===== src/rtl/ula_multiciclo.sv =====
// Multi-cycle signed ALU. Single-cycle ops finish one cycle after the
// start is sampled. MUL and DIV iterate DATA_WIDTH cycles over operand
// magnitudes, then apply the result sign at the end.
module ula_multiciclo #(
  parameter int DATA_WIDTH   = 16,
  parameter int OPCODE_WIDTH = 4,
  parameter logic [OPCODE_WIDTH-1:0] OP_ADD = OPCODE_WIDTH'(0),
  parameter logic [OPCODE_WIDTH-1:0] OP_SUB = OPCODE_WIDTH'(1),
  parameter logic [OPCODE_WIDTH-1:0] OP_MUL = OPCODE_WIDTH'(2),
  parameter logic [OPCODE_WIDTH-1:0] OP_DIV = OPCODE_WIDTH'(3),
  parameter logic [OPCODE_WIDTH-1:0] OP_AND = OPCODE_WIDTH'(4),
  parameter logic [OPCODE_WIDTH-1:0] OP_OR  = OPCODE_WIDTH'(5),
  parameter logic [OPCODE_WIDTH-1:0] OP_NOT = OPCODE_WIDTH'(6),
  parameter logic [OPCODE_WIDTH-1:0] OP_CMP = OPCODE_WIDTH'(7)
) (
  input  logic                    clk,
  input  logic                    rst_n,
  input  logic                    start,
  input  logic [OPCODE_WIDTH-1:0] opcode,
  input  logic [DATA_WIDTH-1:0]   data1,
  input  logic [DATA_WIDTH-1:0]   data2,
  output logic                    busy,
  output logic                    done,
  output logic [DATA_WIDTH-1:0]   out,
  output logic [4:0]              rflags
);
  localparam int W = DATA_WIDTH;

  typedef enum logic [1:0] {IDLE = 2'd0, ITER = 2'd1, FIN = 2'd2} state_t;

  state_t                  state;
  logic [OPCODE_WIDTH-1:0] op_r;
  logic                    neg_r;   // sign of the MUL/DIV result
  logic [W-1:0]            b_r;     // divisor as latched
  logic [W-1:0]            cnt;
  logic [W-1:0]            mq;      // MUL: multiplier bits; DIV: dividend in, quotient out
  logic [W-1:0]            rem;
  logic [2*W-1:0]          acc;
  logic [2*W-1:0]          mc_sh;   // multiplicand shifted by iteration count

  logic [W-1:0] mag1, mag2, sum, diff, s_out;
  logic [4:0]   s_flags;
  logic         add_ovf, sub_ovf, gt, eq, lt, go_iter;

  logic [W-1:0]   b_mag, rem_nx, q_nx, quot;
  logic [W:0]     rem_sh;
  logic           rem_ge, mul_ovf, div_ovf;
  logic [2*W-1:0] acc_nx, prod;

  // Operand decode for ops that finish without iterating
  always_comb begin
    mag1    = data1[W-1] ? (~data1 + 1'b1) : data1;
    mag2    = data2[W-1] ? (~data2 + 1'b1) : data2;
    sum     = data1 + data2;
    diff    = data1 - data2;
    add_ovf = (data1[W-1] == data2[W-1]) && (sum[W-1] != data1[W-1]);
    sub_ovf = (data1[W-1] != data2[W-1]) && (diff[W-1] != data1[W-1]);
    gt      = $signed(data1) > $signed(data2);
    eq      = data1 == data2;
    lt      = $signed(data1) < $signed(data2);
    go_iter = (opcode == OP_MUL) || ((opcode == OP_DIV) && (data2 != '0));
  end

  // Single-cycle result; DIV only lands here when dividing by zero
  always_comb begin
    s_out   = '0;
    s_flags = '0;
    case (opcode)
      OP_ADD: begin s_out = sum;  s_flags[4] = add_ovf; end
      OP_SUB: begin s_out = diff; s_flags[4] = sub_ovf; end
      OP_CMP: begin s_out = diff; s_flags = {sub_ovf, gt, eq, lt, 1'b0}; end
      OP_DIV: s_flags = 5'b00001;
      OP_AND: s_out = data1 & data2;
      OP_OR:  s_out = data1 | data2;
      OP_NOT: s_out = {{(W-1){1'b0}}, (data1 == '0)};
      default: ;
    endcase
  end

  // One shift-add / restoring-divide step plus sign fix-up of the final step
  always_comb begin
    b_mag   = b_r[W-1] ? (~b_r + 1'b1) : b_r;
    acc_nx  = acc + (mq[0] ? mc_sh : '0);
    rem_sh  = {rem, mq[W-1]};
    rem_ge  = rem_sh >= {1'b0, b_mag};
    rem_nx  = rem_ge ? (rem_sh[W-1:0] - b_mag) : rem_sh[W-1:0];
    q_nx    = {mq[W-2:0], rem_ge};
    prod    = neg_r ? (~acc_nx + 1'b1) : acc_nx;
    mul_ovf = !((&prod[2*W-1:W-1]) || !(|prod[2*W-1:W-1]));
    quot    = neg_r ? (~q_nx + 1'b1) : q_nx;
    div_ovf = !neg_r && q_nx[W-1];
  end

  // Control FSM with registered busy/done/out/rflags
  always_ff @(posedge clk) begin
    if (!rst_n) begin
      state  <= IDLE;
      busy   <= 1'b0;
      done   <= 1'b0;
      out    <= '0;
      rflags <= '0;
      op_r   <= '0;
      neg_r  <= 1'b0;
      b_r    <= '0;
      cnt    <= '0;
      mq     <= '0;
      rem    <= '0;
      acc    <= '0;
      mc_sh  <= '0;
    end else begin
      done <= 1'b0;
      case (state)
        IDLE: if (start) begin
          op_r  <= opcode;
          neg_r <= data1[W-1] ^ data2[W-1];
          b_r   <= data2;
          cnt   <= '0;
          acc   <= '0;
          rem   <= '0;
          mc_sh <= {{W{1'b0}}, mag1};
          mq    <= (opcode == OP_MUL) ? mag2 : mag1;
          busy  <= 1'b1;
          if (go_iter) begin
            state <= ITER;
          end else begin
            out    <= s_out;
            rflags <= s_flags;
            done   <= 1'b1;
            state  <= FIN;
          end
        end
        ITER: begin
          cnt <= cnt + 1'b1;
          if (op_r == OP_MUL) begin
            acc   <= acc_nx;
            mc_sh <= mc_sh << 1;
            mq    <= mq >> 1;
          end else begin
            rem <= rem_nx;
            mq  <= q_nx;
          end
          if (cnt == W'(W-1)) begin
            state  <= FIN;
            done   <= 1'b1;
            out    <= (op_r == OP_MUL) ? prod[W-1:0] : quot;
            rflags <= {((op_r == OP_MUL) ? mul_ovf : div_ovf), 4'b0000};
          end
        end
        FIN: begin
          state <= IDLE;
          busy  <= 1'b0;
        end
        default: begin
          state <= IDLE;
          busy  <= 1'b0;
        end
      endcase
    end
  end
endmodule


===== config.mk =====
export PLATFORM = sky130hd
export DESIGN_NAME = ula_multiciclo
export DESIGN_NICKNAME = d
export VERILOG_FILES = /design/src/rtl/ula_multiciclo.sv
export SDC_FILE = /design/constraint.sdc
export NUM_CORES = 1
export LEC_CHECK = 0
export ABC_AREA = 0
export CAP_MARGIN = 20
export CORE_MARGIN = 5
export CORE_UTILIZATION = 55
export DETAILED_ROUTE_END_ITERATION = 8
export PLACE_DENSITY = 0.73
export SYNTH_ARGS = -nofsm -noshare
export SYNTH_HDL_FRONTEND = slang
export SYNTH_SLANG_ARGS = --single-unit

===== constraint.sdc =====
create_clock -name clk -period 6.86 [get_ports clk]
set_input_delay 1.372 -clock clk [delete_from_list [all_inputs] [get_ports clk]]
set_output_delay 1.372 -clock clk [all_outputs]
set_load 0.005 [all_outputs]

==> results of run 1 <==
## tightest hold or removal path, stage by stage (launching register included)
cell and delay (ns):
dfxtp_1 0.32, nand2_1 0.06, a21oi_1 0.05
## power by group through the flow
stage	clock [mW]	sequential, mW	combinational, mW
final	0.954	0.992	0.748
after global routing	0.998	0.997	0.813
after CTS	0.963	0.991	0.732
after detailed placement	0	1.01	0.728
after global placement	0	1.01	0.718
after floorplan	0	0.996	0.519
## layer usage
layer / up-vias / track usage (%) / share of wire [%]
met1: 7038 / 39.6 / 43
met3: 121 / 4.30 / 6.4
met4: 0 / 12.1 / 3.8
li1: 7123 / - / -
met5: - / 0 / 0
met2: 576 / 51.3 / 47
## state kept, by name, indices dropped and copies added (netlist names)
name    flops
mq         16
rem        16
state       2
done        1
b_r        16
mc_sh      32
acc        32
cnt        16
rflags      5
busy        1
out        16
op_r        4
neg_r       1
## final timing paths
path	endpoint	start	slack, ns
worst max-delay path	rflags[4]	mq[0]	1.11
worst min-delay path	mc_sh[20]	mc_sh[19]	0.47
worst max register to register	rflags[4]	mq[0]	1.11
worst min register to register	mc_sh[20]	mc_sh[19]	0.47
## metrics by stage
stage	hold WS, ns	setup slack (ns)	total power, mW	instance area [um^2]
after global placement	0.456	1.27	1.73	14900
after floorplan	0.440	2.02	1.52	14200
after CTS	0.475	1.18	2.69	15500
after detailed placement	0.464	1.20	1.74	14900
final	0.469	1.11	2.69	15500
after global routing	0.491	0.783	2.81	15500
## cells in the final DEF (no fill, tap or decap), drive strengths merged, types with 22 or more instances in the layout
| cell | count |
|---|---|
| nand4 | 29 |
| nand3 | 74 |
| a211oi | 35 |
| ha | 101 |
| clkdlybuf4s50 | 60 |
| and2 | 45 |
| inv | 86 |
| xnor2 | 62 |
| a31oi | 31 |
| o211ai | 27 |
| dfxtp | 158 |
| nor3 | 42 |
| nand2 | 224 |
| a21oi | 172 |
| o21ai | 128 |
| nor2 | 195 |
| a21boi | 30 |
| xor2 | 38 |
| a221oi | 22 |
## area by class of cell
| cell class | count | area (um^2) | share of cell area [%] |
|---|---|---|---|
| flip-flops and latches | 158 | 3160 | 20.5 |
| well taps | 330 | 413 | 2.67 |
| clock buffers | 17 | 425 | 2.75 |
| inverters | 77 | 290 | 1.88 |
| multi-input cells | 1606 | 10300 | 66.4 |
| clock inverters | 15 | 141 | 0.915 |
| repair buffers | 81 | 756 | 4.89 |
## logic make-up after synthesis
kind of cell | Yosys count
DFF | 158
AOI/OAI and AO/OA | 632
adders and majority gates | 105
buffers and inverters | 203
muxes | 11
xor gates and xnor gates | 100
and+or+nand+nor | 758
==> reports/metrics.yaml, run 1 <==
final-instance-count-excl-fill: 2284
path_clk_slew_ns: 0.07
synth_top_area_cell: "dfxtp_1"
dieHeight_um: 171
path_depth: 15
vias_per_cell: 6.51
synth_warnings: 0
synth_common_cells: "nand2_1 (224), nor2_1 (195), a21oi_1 (172)"
crit_arrival_ns: 6.08
synth_area_leaders: "dfxtp_1 (22%), ha_1 (8.9%), a21oi_1 (6.1%)"
vias: 14900
antenna_found_initial: 0
hpwl_mm: 33.1
core_area_mm2: 0.0253
grt_max_degree: 86
finalSetupViolCount: 0
synth_top_family_by_area: "compound AO/OA/AOI/OAI gates"
cp-end-kind: "flip-flop"
max_freq_mhz: 174
synth_adder_area_share_pct: 9.47
areaGrowthSynthToFinish_pct: 8.97
tightestPinTransition_ns: 1.06
p_leak_nw: 5.90
critical_path_class: "flip-flop to flip-flop"
maxCapViolCount: 0
fin_nets: 2085
p_clk_share_pct: 35.4
power.internal_mw: 1.71
synthesis.nets: 2111
ios: 62
htreeDepth: 4
insertion_delay_ns: 0.45
max_slew_margin_pct: 28.8
die-area_mm2: 0.0291
drc: 0
cts_buffer_depth: 2
crit_fanout: 20
maxSlewViolCount: 0
p_seq_share_pct: 36.8
async_flop_share_pct: 0
pwr-share-comb_pct: 27.8
synth_area_mm2: 0.0142
synth-xor-area-share_pct: 6.28
chipWidth_um: 171
netlist_instances: 1967
cts_hold_buffers: 0
critPathTopFamily: "simple AND/OR/NAND/NOR gates"
yosysUniqueCellTypes: 93
wl_mm: 45.4
cp-start-kind: "flip-flop"
cts_tree: "built"
ant_nets: 0
grt_pass1_vias: 13700
fin_util_pct: 61.0
ir_drop_uv: 146
root_buffer: "clkbuf_16"
ys.flop_type: "dfxtp_1"
hold_violations: 0
numCtsBuffers: 17
antenna_cells: 0
power_density_mw_per_mm2: 174
yosys.cell_count.top_type: "nand2_1"
drtIter0Drc: 1366
grtUsageTotal_pct: 30.5
finalCriticalPeriod_ns: 5.75
reg2reg_depth: 15
numPortBuffers: 61
cts_num_sinks: 158
wl_per_cell_um: 19.9
n_fill_cell: 2345
yosys.area.top_type_share_pct: 22.3
worstPathRequired_ns: 7.19
synth_compound_area_share_pct: 29.7
post_cts_resized: 0
grt_pass1_wl_mm: 72.2
synth_edf_count: 0
worstHoldPathType: "flip-flop to flip-flop"
synth_seq_area_share_pct: 22.3
start_util_pct: 56.0
slowest_delay_ns: 0.73
gp_congestion: 0.947
rsz0062_at_grt: "no"
cts_setup_buffers: 0
switching_power_mw: 0.981
synth_area_per_cell_um2: 7.21
placed_cells: 2252
rows: 58
finClkSkew_ns: 0.0150
overflow: 0
hold_depth: 2
synth_mux_area_share_pct: 0.891
ys_ff_latch: 158
p_sw_share_pct: 36.4
slowest_stage: "dfxtp_1"
crit_chain: "buf_4, and2_1, ha_1, o21ai_1, o21ai_2, or4b_2, nand3b_1, xor2_1, or4b_4, or3_1, o21ai_0, mux2_2, nor4b_1, nand4_1, a31o_1"
status: "complete, no violations"
finalCritPeriodShare_pct: 83.8
path_buf_inv: 1
dr.pass1.iters: 6
layout-drive-gt1-share_pct: 5.27
synth-simple-area-share_pct: 25.8
setup-tns-final_ns: 0
No activity file was read; power rests on OpenSTA's default activity.
==> run 2: changes to the inputs <==
clock period = 5.5 ns   (was 6.86 ns; I/O delays follow)
==> run 2 against run 1 <==
  * Clock power up 21%
  * Sequential power increased by 25%
  * Largest cell class unchanged
  * Sequential share of layout area fell by 0.22 points
==> reports/metrics.yaml, run 2 (synthesized netlist as in run 1, its figures left out) <==
worstHoldStart: "mc_sh[27]"
numCtsBuffers: 17
maxSlewViolCount: 0
path_clk_slew_ns: 0.07
n_fill_cell: 2409
tightestPinTransition_ns: 1.03
cp-start-kind: "flip-flop"
final_cell_mix: "nand2_1 (222), nor2_1 (194), a21oi_1 (171)"
reg2reg_depth: 22
worstHoldEndpoint: "mc_sh[28]"
rsz0062_at_grt: "no"
vias: 15100
cts_tree: "built"
cp-end-kind: "flip-flop"
chipWidth_um: 171
crit_arrival_ns: 5.43
hold_depth: 2
core_area_mm2: 0.0253
p_clk_share_pct: 34.4
finClkSkew_ns: 0.0178
max_slew_margin_pct: 31.1
p_seq_share_pct: 37.0
dr.pass1.iters: 7
wl_mm: 46.2
cts_setup_buffers: 0
drtIter0Drc: 1621
finalCriticalPeriod_ns: 5.06
ir_drop_uv: 200
drc: 0
placed_cells: 2277
grt_max_degree: 70
critical_path_class: "flip-flop to flip-flop"
final-instance-count-excl-fill: 2308
root_buffer: "clkbuf_16"
setup-tns-final_ns: 0
areaGrowthSynthToFinish_pct: 10.2
power.internal_mw: 2.14
ios: 62
worstHoldPathType: "flip-flop to flip-flop"
start_util_pct: 56.0
dieHeight_um: 171
antenna_found_initial: 0
htreeDepth: 4
rows: 58
hpwl_mm: 34.6
numPortBuffers: 61
wl_per_cell_um: 20.0
grt_pass1_wl_mm: 73.4
cts_hold_buffers: 0
finalCritPeriodShare_pct: 92.1
pwr-share-comb_pct: 28.6
power_mw: 3.34
status: "complete, no violations"
max_freq_mhz: 197
switching_power_mw: 1.20
cts_num_sinks: 158
gp_congestion: 0.968
overflow: 0
final_common_cell: "nand2_1"
die-area_mm2: 0.0291
hold_violations: 0
rr_startpoint: "b_r[2]"
worstPathRequired_ns: 5.86
fin_nets: 2110
post_cts_resized: 0
p_leak_nw: 6.02
rr_endpoint: "out[14]"
grt_pass1_vias: 14100
cts_buffer_depth: 2
insertion_delay_ns: 0.44
ant_nets: 0
p_sw_share_pct: 35.9
ff2ff_setup_slack_ns: 0.44
vias_per_cell: 6.55
finalSetupViolCount: 0
layout-drive-gt1-share_pct: 6.42
top_regs: "acc x32, mc_sh x32"
maxCapViolCount: 0
hold-worst-slack_ns: 0.470
crit_fanout: 5
power_density_mw_per_mm2: 214
antenna_cells: 0
grtUsageTotal_pct: 30.9
-- run 2: cell count changes in the layout (fill, tap and decap cells not counted) --
| cell | before | now |
|---|---|---|
| buf_4 | 20 | 45 |
| clkinv_2 | 1 | 2 |
| clkinv_4 | 0 | 2 |
| clkinvlp_4 | 4 | 2 |
| inv_6 | 5 | 7 |
| inv_8 | 6 | 2 |
| o311ai_0 | 4 | 3 |
| o311ai_1 | 0 | 1 |
-- run 2: power by group through the flow --
stage	Combinational, mW	Clock, mW	Sequential (mW)
after global placement	0.917	0	1.26
after detailed placement	0.929	0	1.26
after floorplan	0.647	0	1.24
final	0.954	1.15	1.24
after global routing	1.04	1.21	1.24
after CTS	0.933	1.16	1.23
-- run 2: cell type report --
class / instances / area, um^2 / share of cell area, %
Multi-Input combinational cell: 1606 / 10300 / 65.7
Clock inverter: 14 / 121 / 0.777
Clock buffer: 17 / 425 / 2.72
Timing Repair Buffer: 106 / 943 / 6.04
Sequential cell: 158 / 3160 / 20.2
Inverter: 77 / 290 / 1.86
Tap cell: 330 / 413 / 2.64
-- run 2: worst max path at each step --
stage / startpoint / to / slack [ns] / cells after the start
finish: b_r[2] / out[14] / 0.44 / 22
detailed placement: data2[2] / rflags[4] / 0.15 / 14
global placement: data2[2] / rflags[4] / 0.20 / 14
CTS: b_r[2] / out[14] / 0.36 / 22
floorplan: mq[0] / rflags[4] / 0.66 / 19
global route: b_r[2] / out[14] / 0.04 / 22
-- run 2: per-layer routing --
| layer | part of all wire (%) | wire length, um | up-vias | global-route usage, % |
|---|---|---|---|---|
| li1 | - | - | 7174 | - |
| met2 | 47 | 21700 | 680 | 52.7 |
| met5 | 0 | 0 | - | 0 |
| met4 | 4.6 | 2150 | 0 | 13.9 |
| met3 | 7.0 | 3260 | 145 | 4.39 |
| met1 | 41 | 19100 | 7119 | 38.7 |
-- run 2: stage by stage --
step,cell area [um^2],utilization [%],worst slack [ns]
2_1_floorplan,14200,-,0.657
3_3_place_gp,15100,59.5,0.198
3_5_place_dp,15100,59.5,0.155
4_1_cts,15600,61.7,0.360
5_1_grt,15600,61.7,0.0424
6_report,15600,61.7,0.436
-- run 2: worst max-delay path, stage by stage, from the launching register on --
cell and delay (ns):
dfxtp_1 0.35, nor3_1 0.26, nand3b_1 0.15, or2_2 0.31, o41ai_1 0.34, xor2_1 0.23, ha_1 0.31, a21o_1 0.20
a21oi_1 0.14, nor2_1 0.05, nor2_1 0.11, nand2_1 0.08, o311ai_1 0.29, nand2_1 0.12, inv_1 0.14, ha_1 0.20
or3b_2 0.53, or2_2 0.33, o31ai_1 0.25, xor2_1 0.11, a211oi_1 0.30, a21oi_1 0.06, a21oi_1 0.14
